--- src/rtl/fabric_egress_replicator.sv ---
// Egress replicator: delivers each frame of the forwarding stream to one egress port
// (unicast) or to every up port except the ingress port (flood), one beat at a time.
module fabric_egress_replicator #(
  parameter int NUM_PORTS      = 24,
  parameter int DROP_CTR_WIDTH = 32
) (
  input  logic                      clk_fabric,
  input  logic                      areset_n,
  input  logic                      s_tvalid,
  output logic                      s_tready,
  input  logic [63:0]               s_tdata,
  input  logic [7:0]                s_tkeep,
  input  logic                      s_tlast,
  input  logic [6:0]                s_tdest,
  input  logic [11:0]               s_tuser,
  input  logic [NUM_PORTS-1:0]      port_up,
  output logic [NUM_PORTS-1:0]      m_tvalid,
  input  logic [NUM_PORTS-1:0]      m_tready,
  output logic [63:0]               m_tdata,
  output logic [7:0]                m_tkeep,
  output logic                      m_tlast,
  output logic [11:0]               m_tuser,
  output logic [DROP_CTR_WIDTH-1:0] drop_count
);

  typedef enum logic [1:0] {
    IDLE = 2'd0,
    FWD  = 2'd1,
    DROP = 2'd2
  } state_t;

  localparam logic [DROP_CTR_WIDTH-1:0] CTR_ONE = {{(DROP_CTR_WIDTH-1){1'b0}}, 1'b1};
  localparam logic [DROP_CTR_WIDTH-1:0] CTR_MAX = {DROP_CTR_WIDTH{1'b1}};

  state_t                      state_r, state_s;
  logic                        hold_valid_r;
  logic [63:0]                 data_r;
  logic [7:0]                  keep_r;
  logic                        last_r;
  logic [11:0]                 user_r;
  logic [NUM_PORTS-1:0]        pend_r, tgt_r;
  logic [DROP_CTR_WIDTH-1:0]   drop_count_r;

  logic [NUM_PORTS-1:0]        onehot_s, tgt_new_s, tgt_use_s;
  logic                        sof_s, beat_complete_s, drop_beat_s;
  logic                        s_tready_s, accept_s, load_s;

  // Target mask decode from TDEST/port_up; an out-of-range index matches no port.
  always_comb begin
    onehot_s  = '0;
    tgt_new_s = '0;
    for (int p = 0; p < NUM_PORTS; p++) begin
      onehot_s[p] = (s_tdest[5:0] == 6'(p));
    end
    if (s_tdest[6]) begin
      tgt_new_s = port_up & ~onehot_s;
    end else begin
      tgt_new_s = port_up & onehot_s;
    end
  end

  // Input handshake: the hold register frees up when every pending port takes the beat.
  always_comb begin
    sof_s           = (state_r == IDLE);
    tgt_use_s       = sof_s ? tgt_new_s : tgt_r;
    beat_complete_s = hold_valid_r && ((pend_r & ~m_tready) == '0);
    if (sof_s) begin
      drop_beat_s = (tgt_new_s == '0);
    end else begin
      drop_beat_s = (state_r == DROP);
    end
    if (state_r == DROP) begin
      s_tready_s = 1'b1;
    end else begin
      s_tready_s = !hold_valid_r || beat_complete_s;
    end
    accept_s = s_tvalid && s_tready_s;
    load_s   = accept_s && !drop_beat_s;
  end

  // Frame FSM next state; a single-beat frame never leaves IDLE.
  always_comb begin
    state_s = state_r;
    case (state_r)
      IDLE: begin
        if (accept_s && !s_tlast) begin
          state_s = drop_beat_s ? DROP : FWD;
        end else begin
          state_s = IDLE;
        end
      end
      FWD, DROP: begin
        if (accept_s && s_tlast) begin
          state_s = IDLE;
        end else begin
          state_s = state_r;
        end
      end
      default: state_s = IDLE;
    endcase
  end

  // State register and per-frame target mask latched on the first beat.
  always_ff @(posedge clk_fabric or negedge areset_n) begin
    if (!areset_n) begin
      state_r <= IDLE;
      tgt_r   <= '0;
    end else begin
      state_r <= state_s;
      if (accept_s && sof_s) begin
        tgt_r <= tgt_new_s;
      end
    end
  end

  // Hold register and per-port pending mask; a new beat reloads pend in the completing edge.
  always_ff @(posedge clk_fabric or negedge areset_n) begin
    if (!areset_n) begin
      hold_valid_r <= 1'b0;
      data_r       <= 64'd0;
      keep_r       <= 8'd0;
      last_r       <= 1'b0;
      user_r       <= 12'd0;
      pend_r       <= '0;
    end else begin
      if (load_s) begin
        hold_valid_r <= 1'b1;
        data_r       <= s_tdata;
        keep_r       <= s_tkeep;
        last_r       <= s_tlast;
        user_r       <= s_tuser;
        pend_r       <= tgt_use_s;
      end else begin
        if (beat_complete_s) begin
          hold_valid_r <= 1'b0;
        end
        pend_r <= pend_r & ~(m_tvalid & m_tready);
      end
    end
  end

  // Saturating count of discarded frames, bumped on the first beat only.
  always_ff @(posedge clk_fabric or negedge areset_n) begin
    if (!areset_n) begin
      drop_count_r <= '0;
    end else if (accept_s && sof_s && drop_beat_s && (drop_count_r != CTR_MAX)) begin
      drop_count_r <= drop_count_r + CTR_ONE;
    end
  end

  assign s_tready   = s_tready_s;
  assign m_tvalid   = hold_valid_r ? pend_r : '0;
  assign m_tdata    = data_r;
  assign m_tkeep    = keep_r;
  assign m_tlast    = last_r;
  assign m_tuser    = user_r;
  assign drop_count = drop_count_r;

endmodule

--- config.mk ---
export PLATFORM = sky130hd
export DESIGN_NAME = fabric_egress_replicator
export DESIGN_NICKNAME = d
export VERILOG_FILES = /design/src/rtl/fabric_egress_replicator.sv
export SDC_FILE = /design/constraint.sdc
export NUM_CORES = 1
export LEC_CHECK = 0
export CAP_MARGIN = 25
export CELL_PAD_IN_SITES_DETAIL_PLACEMENT = 0
export CELL_PAD_IN_SITES_GLOBAL_PLACEMENT = 1
export CORE_UTILIZATION = 36
export DETAILED_ROUTE_END_ITERATION = 7
export GPL_TIMING_DRIVEN = 1
export MAX_ROUTING_LAYER = met4
export PLACE_DENSITY_LB_ADDON = 0.2
export SLEW_MARGIN = 10
export SYNTH_ARGS = -nofsm -noshare
export SYNTH_HDL_FRONTEND = slang
export SYNTH_SLANG_ARGS = --single-unit
--- constraint.sdc ---
create_clock -name clk_fabric -period 3.1 [get_ports clk_fabric]
set_input_delay 0.93 -clock clk_fabric [delete_from_list [all_inputs] [get_ports clk_fabric]]
set_output_delay 0.93 -clock clk_fabric [all_outputs]
set_load 0.05 [all_outputs]
After elaboration in Yosys (flattened, before gate mapping)
Index checks and enable logic that the tools add are counted.
{"block": "op_classes", "n_addsub": 1, "eq_ne": 27, "muxes": 12, "bitwise_logic": 8, "reduce_logical": 18}
{"cell": "24-bit bitwise AND", "count": 5}
{"cell": "24-bit 2-to-1 mux", "count": 4}
{"cell": "24-bit NOT", "count": 3}
{"cell": "6-bit by 4-bit == test with 1-bit output, second input constant", "count": 8}
{"cell": "6-bit by 5-bit == test with 1-bit output, second input constant", "count": 8}
{"cell": "24-bit logical NOT", "count": 2}
{"cell": "32-bit by 1-bit adder with 32-bit output, second input constant", "count": 1}
{"cell": "32-bit inequality test, second input constant", "count": 1}
{"cell": "6-bit by 3-bit == test with 1-bit output, second input constant", "count": 4}
{"cell": "6-bit by 2-bit == test with 1-bit output, second input constant", "count": 2}
{"cell": "1-bit logical AND", "count": 8}
{"cell": "6-bit by 1-bit == test with 1-bit output, second input constant", "count": 1}
{"cell": "6-bit logical NOT", "count": 1}
{"cell": "2-bit 2-to-1 mux", "count": 3}
{"cell": "1-bit 2-to-1 mux", "count": 4}
{"cell": "2-bit case mux with 2 select lines", "count": 1}
{"cell": "1-bit logical NOT", "count": 3}
{"cell": "2-bit by 1-bit == test with 1-bit output, second input constant", "count": 1}
{"cell": "2-bit == test, second input constant", "count": 1}
{"cell": "2-bit logical NOT", "count": 1}
{"cell": "2-bit inequality test, second input constant", "count": 1}
{"cell": "2-bit nonzero test", "count": 1}
{"cell": "2-bit OR reduction", "count": 1}
{"cell": "1-bit logical OR", "count": 1}
{"block": "totals", "regBits": 168, "in_bits": 143, "out_inout_bits": 142, "word_cells": 75}

Depth between registers and ports, before layout
Gate-level depths: netlist of the first run.
{"block": "depth", "word_depth": 10, "ltp_mapped": 12}

Worst setup path before layout of the first run
OpenSTA, ideal clock, no wires.
{"block": "synth_path", "kind": "input-to-reg", "startpoint": "input port m_tready[10]", "endpoint": "register data_r[0] (netlist: m_tdata[0])", "setup_ps": 125, "t_arrival_ps": 3882, "t_required_ps": 2975, "slack_ps": -908, "cell_stages": 10, "n_path_buf": 3, "cell_sequence": "inv_1 -> a2111oi_0 -> o2111ai_1 -> o21ai_0 -> and2_1 -> and3_1 -> buf_2 -> buf_6 -> buf_6 -> mux2_4"}
{"block": "synth_between", "elab_chain_cells": 8}
{"element": "from (decl)", "line_no": "18", "text": "input logic [NUM_PORTS-1:0] m_tready,"}
{"element": "24-bit NOT", "line_no": "66", "text": "beat_complete_s = hold_valid_r && ((pend_r & ~m_tready) == '0);"}
{"element": "24-bit bitwise AND", "line_no": "66"}
{"element": "24-bit logical NOT", "line_no": "66"}
{"element": "1-bit logical AND", "line_no": "66"}
{"element": "1-bit logical OR", "line_no": "75", "text": "s_tready_s = !hold_valid_r || beat_complete_s;"}
{"element": "1-bit 2-to-1 mux", "line_no": "72", "text": "if (state_r == DROP) begin"}
{"element": "net s_tready", "line_no": "10", "text": "output logic s_tready,"}
{"element": "1-bit logical AND", "line_no": "77", "text": "accept_s = s_tvalid && s_tready_s;"}
{"element": "1-bit logical AND", "line_no": "78", "text": "load_s = accept_s && !drop_beat_s;"}
{"element": "to (signal assigned)", "line_no": "128", "text": "data_r <= s_tdata;"}
{"element": "to (decl)", "line_no": "37", "text": "logic [63:0] data_r;"}
The timed path passes the listed nets, and every way through them passes these cells.
A chain may end at the register's enable or synchronous reset.

Final worst setup path of the first run
{"block": "layout_path", "startpoint": "input port s_tdest[5]", "endpoint": "register data_r[13] (netlist: m_tdata[13])"}
{"block": "layout_between", "elab_chain_cells": 8, "elab_cells_between_ends": 32, "classes_between": "23 x eq/ne; 2 x mux; 3 x bitwise; 4 x reduce/logical"}
{"element": "from (decl)", "line_no": "14", "text": "input logic [6:0] s_tdest,"}
{"element": "6-bit by 1-bit == test with 1-bit output, or another cell as far along", "line_no": "53", "text": "onehot_s[p] = (s_tdest[5:0] == 6'(p));"}
{"element": "24-bit NOT", "line_no": "56", "text": "tgt_new_s = port_up & ~onehot_s;"}
{"element": "24-bit bitwise AND", "line_no": "56"}
{"element": "24-bit 2-to-1 mux (*)", "line_no": "55", "text": "if (s_tdest[6]) begin"}
{"element": "24-bit logical NOT (*)", "line_no": "68", "text": "drop_beat_s = (tgt_new_s == '0);"}
{"element": "1-bit 2-to-1 mux (*)", "line_no": "67", "text": "if (sof_s) begin"}
{"element": "1-bit logical NOT (*)", "line_no": "78"}
{"element": "1-bit logical AND (*)", "line_no": "78"}
Every way passes the cells marked *; elsewhere a longest branch is shown, timed or not.

==> results of run 1 <==
power breakdown:
group | leakage, nW | total (mW) | internal [mW] | switching (mW)
Combinational | 4.06 | 8.78 | 4.07 | 4.70
Clock | 0.281 | 2.09 | 1.08 | 1.01
Sequential | 2.10 | 3.54 | 3.07 | 0.471
worst reg2reg max path, cell delays in order, from the launching register on:
cell and delay (ns):
dfrtp_1 0.39, nor2b_4 0.14, a2111oi_4 0.33, buf_4 0.16
nand4_1 0.09, buf_4 0.18, o21ai_4 0.14, buf_6 0.13
buf_4 0.10, nand3_2 0.19, buf_4 0.29, buf_4 0.15
nor3_1 0.20, xnor2_1 0.14
cell families (layout without fill, tap and decap cells):
kind of cell,after synthesis,in the layout,synth area share
compound gates,74,74,0.0580
simple gates,267,267,0.168
flops,168,168,0.482
fa+ha+maj,3,3,0.00431
other cells,0,3,0
mux,159,159,0.211
buf+inv,63,475,0.0332
xor+xnor,43,43,0.0432
placed cells by master, fill, tap and decap left out, types with 6 or more instances in the layout:
master	instances
buf_6	17
and2_1	34
mux2_2	77
xnor2_1	14
or3_1	8
clkdlybuf4s50_1	227
inv_1	7
mux2i_1	50
nand2b_1	7
dlygate4sd2_1	7
a21boi_0	10
buf_2	6
nor3_2	6
nand2_1	78
xor2_1	29
buf_12	33
buf_4	116
dfrtp_1	168
nor3_1	7
inv_2	6
nor2_1	11
nor2b_1	13
nand3_1	22
a21oi_1	7
mux2_4	32
buf_16	8
nor2b_2	8
o21ai_0	15
clkbuf_16	17
nand4_1	10
nor4_4	20
worst max-delay path by stage:
stage	start	end	slack (ns)
6_report	s_tdest[5]	m_tdata[13]	-0.10
5_1_grt	s_tdest[2]	m_tuser[7]	-0.15
4_1_cts	s_tdest[5]	m_tdata[13]	-0.12
3_5_place_dp	s_tdest[0]	m_tdata[26]	-1.04
3_3_place_gp	s_tdest[0]	m_tdata[62]	-0.98
2_1_floorplan	s_tdest[4]	m_tdata[0]	-0.50
through the flow:
step                      instance area [um^2]  utilization
after floorplan                           8790            -
after global placement                   13000        0.550
after detailed placement                 13000        0.550
after CTS                                14400        0.609
after global routing                     14600        0.620
final                                    14600        0.620
timing repair:
item                       4_1_cts  5_1_grt
buffers inserted                17        7
pin swaps                       24       42
gates cloned                     6        0
gates resized for setup        179       58
hold buffers                     0        0
setup endpoints to repair      169      142
final cells by class:
| type | instances | area share |
|---|---|---|
| Antenna cell | 3 | 0.000513 |
| Multi-Input combinational cell | 546 | 0.334 |
| Clock inverter | 14 | 0.0109 |
| Clock buffer | 17 | 0.0291 |
| Tap cell | 319 | 0.0273 |
| Inverter | 14 | 0.00385 |
| Sequential cell | 168 | 0.287 |
| Timing Repair Buffer | 430 | 0.307 |
registers in the layout, summed over array words and instances, names as in the netlist:
register and cells:
m_tdata 64, drop_count 32, pend_r 24, tgt_r 24, m_tuser 12, m_tkeep 8
state_r 2, hold_valid_r 1, m_tlast 1
metal layers:
metal / up-vias / track usage / wire, um
met4: 0 / 0.0430 / 195
li1: 3585 / - / -
met5: - / - / 0
met1: 3717 / 0.290 / 11900
met3: 9 / 0.0460 / 1470
met2: 211 / 0.359 / 13300
==> impl_metrics.ini, run 1 <==
[route]
post_drt_wl_per_cell_um = 17.8
drt_iter0_drc = 368
drc = 0
vias = 7522
routed_via_density = 4.98
detail_route.wirelength_mm = 26.8
firstDrtPassIters = 5
antenna_left = 0

[die]
num_rows = 56
coreArea_mm2 = 0.0236
io_pins = 285
die_h_um = 158
start_util = 0.369
die_x_um = 158
die-area_mm2 = 0.0248

[clocking]
cts_sinks = 168
htree_levels = 4
cts_buffer_depth = 2
root_buffer = clkbuf_16
insertion_delay_ns = 0.42
path_clk_slew_ns = 0.08
tritoncts = yes
numCtsBuffers = 17

[worst_setup_path]
worst-setup-path-type = in -> reg
critical_path.slowest_cell = or4b_4
worstPathRequired_ns = 3.41
worst-path-buf-inv = 6
r2r-end = drop_count[10]
cp.depth = 13
cp_common_cell = buf_6
crit_chain = buf_8 > or4b_4 > o21ai_2 > a21boi_2 > a2111oi_2 > buf_4 > nand4_1 > buf_6 > and3_4 > buf_6 > buf_12 > buf_16 > mux2_4
cp-start-kind = primary input
reg2reg_from = pend_r[21]
crit_fanout = 8
max_stage_delay_ns = 0.58
rrSetupSlack_ns = 0.41
reg2reg_depth = 13
cp_top_family = simple AND/OR/NAND/NOR gates
critPathCaptureType = register
cp.arrival_ns = 3.52

[logic_synthesis]
synth_top_area_frac = 0.482
synth_edf_count = 0
synth_nets = 923
syn-cell-area_mm2 = 0.00871
synth_commonest_cells = dfrtp_1, mux2_2, nand2_1, mux2i_1, and2_1
synthFlopType = dfrtp_1
synth_top_area_cell = dfrtp_1
synth.distinct_cells = 56
synthTopCellsByArea = dfrtp_1, mux2_2, mux2i_1
async_flop_share = 1.00
yosys_warnings = 0
ys_seq_elements = 168
avgSynthCellArea_um2 = 11.2
syn-instance-count = 777
synth.most_common_cell = dfrtp_1
yosysSeqAreaShare = 0.482

[placement]
port_buffers = 284
place_congestion = 0.884
dp.cells = 1449
hpwlAfterDp_mm = 19.5
dp_slack_ns = -1.04

[sta]
slew_headroom = 0.615
setup_viol = 64
max_freq_ghz = 0.312
post-route-period-util = 1.03
layout_setup_ws_ns = -0.104
hold-worst-slack_ns = 0.443
final.setup.tns_ns = -4.87
fin_crit_ns = 3.20
skew_ns = 0.0183
worst_pin_slew_ns = 0.576
final_max_slew_viol_count = 0
rsz0062_at_grt = true
hold_violations = 0

[global_route]
grt_usage = 0.222
grt_max_degree = 63
gr-total-overflow = 0
grt_antenna_before_repair = 3
grt_pass1_vias = 7202
grt_pass1_wl_mm = 41.0

[outcome]
violations = setup timing
status = finished, violations left

[pwr]
ir_drop_mv = 0.555
finalPower_mw = 14.4
power_density_mw_per_mm2 = 984
p_leak_nw = 6.45

[layout]
regArea_mm2 = 0.00420
layout-drive-gt1-share = 0.350
multiInputGateArea_mm2 = 0.00490
layout.cells.non_filler = 1511
area_delta_synth_final_pct = 68.0
fillers = 1985
final_nets = 1323

[run]
drv_cap = 0

[worst_hold_path]
min_path_type = in -> async
(Power assumes the default switching activity.)
==> run 2, diff against run 1 <==
--- a/config.mk
+++ b/config.mk
@@ -12,7 +12,7 @@
 export DETAILED_ROUTE_END_ITERATION = 7
 export GPL_TIMING_DRIVEN = 1
 export MAX_ROUTING_LAYER = met4
-export PLACE_DENSITY_LB_ADDON = 0.2
+export PLACE_DENSITY = 0.89
 export SLEW_MARGIN = 10
 export SYNTH_ARGS = -nofsm -noshare
 export SYNTH_HDL_FRONTEND = slang
==> run 2 against run 1 <==
Compared with the run above:
- the flow still finishes with violations (setup timing)
- highest routed layer unchanged
- cell count down 0.13%
- die area stayed put
- first-iteration DRC count is 14% lower
- via count is essentially flat
- clock skew is 0.00075 ns lower
- worst setup slack got worse by 0.0023 ns
- sequential power up 2%
- register-to-register slack got worse by 0.10 ns
- worst hold slack better by 0.024 ns
==> impl_metrics.ini, run 2 (same netlist as run 1, synthesis figures left out) <==
[route]
routed_via_density = 4.99
drt_iter0_drc = 317
post_drt_wl_per_cell_um = 18.5
detail_route.wirelength_mm = 28.0
antenna_left = 0
vias = 7524
drc = 0
firstDrtPassIters = 5

[clocking]
root_buffer = clkbuf_16
cts_sinks = 168
cts_hold_buf = 0
insertion_delay_ns = 0.42
htree_levels = 4
cts_buffer_depth = 2
path_clk_slew_ns = 0.07
numCtsBuffers = 17
tritoncts = yes

[worst_setup_path]
reg2reg_depth = 13
cp-start-kind = primary input
crit_fanout = 6
critPathCaptureType = register
reg2reg_from = pend_r[0]
cp.arrival_ns = 3.51
rrSetupSlack_ns = 0.31
worst-setup-path-type = in -> reg
worstPathRequired_ns = 3.40
r2r-end = m_tdata[47]

[sta]
hold_violations = 0
slew_headroom = 0.632
final_max_slew_viol_count = 0
worst_pin_slew_ns = 0.550
hold-worst-slack_ns = 0.467
setup_viol = 61
post-route-period-util = 1.03
max_freq_ghz = 0.312
rsz0062_at_grt = true
layout_setup_ws_ns = -0.107
skew_ns = 0.0176
fin_crit_ns = 3.21

[die]
die-area_mm2 = 0.0248
start_util = 0.369
io_pins = 285
num_rows = 56
die_x_um = 158
coreArea_mm2 = 0.0236
die_h_um = 158

[global_route]
grt_use_met1 = 0.265
grt_util_met3 = 0.0427
grt_usage = 0.229
top_usage_layer = met2
gr-total-overflow = 0
grt_antenna_before_repair = 2
grt_use_met2 = 0.404
grt_pass1_wl_mm = 42.2
grt_max_degree = 53
grt_pass1_vias = 7706

[layout]
fillers = 1862
area_delta_synth_final_pct = 66.8
multiInputGateArea_mm2 = 0.00475
final_nets = 1319
final_common_cell = clkdlybuf4s50_1
regArea_mm2 = 0.00420
layout-drive-gt1-share = 0.333
largest_reg_flops = 64
final_cell_mix = clkdlybuf4s50_1, dfrtp_1, buf_4

[placement]
place_congestion = 0.884
hpwlAfterDp_mm = 20.1
port_buffers = 284

[run]
drv_cap = 0

[pwr]
finalPower_mw = 15.1
power_density_mw_per_mm2 = 1040
ir_drop_mv = 0.628
p_leak_nw = 6.49

[worst_hold_path]
min_path_type = in -> async

[outcome]
violations = setup timing
status = finished, violations left
## run 2: cell type report
type / count / area share
sequential: 168 / 0.289
inverter: 14 / 0.00362
timing repair buffer: 426 / 0.310
clock buffer: 19 / 0.0298
clock inverter: 13 / 0.0126
multi-input combinational: 546 / 0.327
tap: 319 / 0.0275
antenna: 4 / 0.000689
## run 2: how the worst max path moves through the flow
stage | cells after the start | from | slack [ns] | end
after floorplan | 12 | s_tdest[4] | -0.50 | m_tdata[0]
after global placement | 10 | s_tdest[1] | -1.01 | m_tdata[36]
after detailed placement | 10 | s_tdest[1] | -1.04 | m_tdata[40]
after CTS | 13 | s_tdest[1] | -0.17 | m_tdata[45]
after global routing | 13 | s_tdest[4] | -0.15 | m_tkeep[0]
final | 13 | s_tdest[4] | -0.11 | m_tdata[47]
## run 2: routing by layer
| layer | vias up | routed length (um) |
|---|---|---|
| met5 | - | 0 |
| met4 | 0 | 501 |
| met3 | 29 | 1600 |
| met2 | 230 | 14600 |
| met1 | 3691 | 11200 |
| li1 | 3574 | - |
## run 2: metrics by stage
step / setup slack, ns / cell area [um^2] / instances / util / setup TNS, ns
6_report: -0.107 / 14500 / 1509 / 0.616 / -3.05
5_1_grt: -0.150 / 14500 / 1508 / 0.615 / -5.97
4_1_cts: -0.173 / 14300 / 1504 / 0.607 / -9.59
3_5_place_dp: -1.04 / 13000 / 1445 / 0.549 / -152.39
3_3_place_gp: -1.01 / 13000 / 1445 / 0.549 / -150.11
2_1_floorplan: -0.500 / 8790 / 777 / - / -47.73
## run 2: power by group
group          leakage (nW)  total (mW)  internal [mW]  switching, mW
Sequential             2.10        3.62           3.08          0.544
Combinational          4.09        9.21           4.42           4.79
Clock                 0.295        2.24           1.30          0.941
Total                  6.49        15.1           8.80           6.27
## run 2: critical path, cell delays in order
cell and delay [ns]:
buf_8 0.10, or4b_4 0.59, buf_6 0.15, o31a_1 0.24, o311ai_2 0.25, nor4_1 0.08
nand4_1 0.16, and3_4 0.24, buf_12 0.13, buf_12 0.10, buf_12 0.11, buf_16 0.12
mux2_4 0.30
## run 2: repair_timing
action | CTS | global route
resized for setup | 171 | 84
cloned | 7 | 1
buffers inserted | 22 | 5
setup endpoints to repair | 169 | 126
pin swaps | 19 | 32
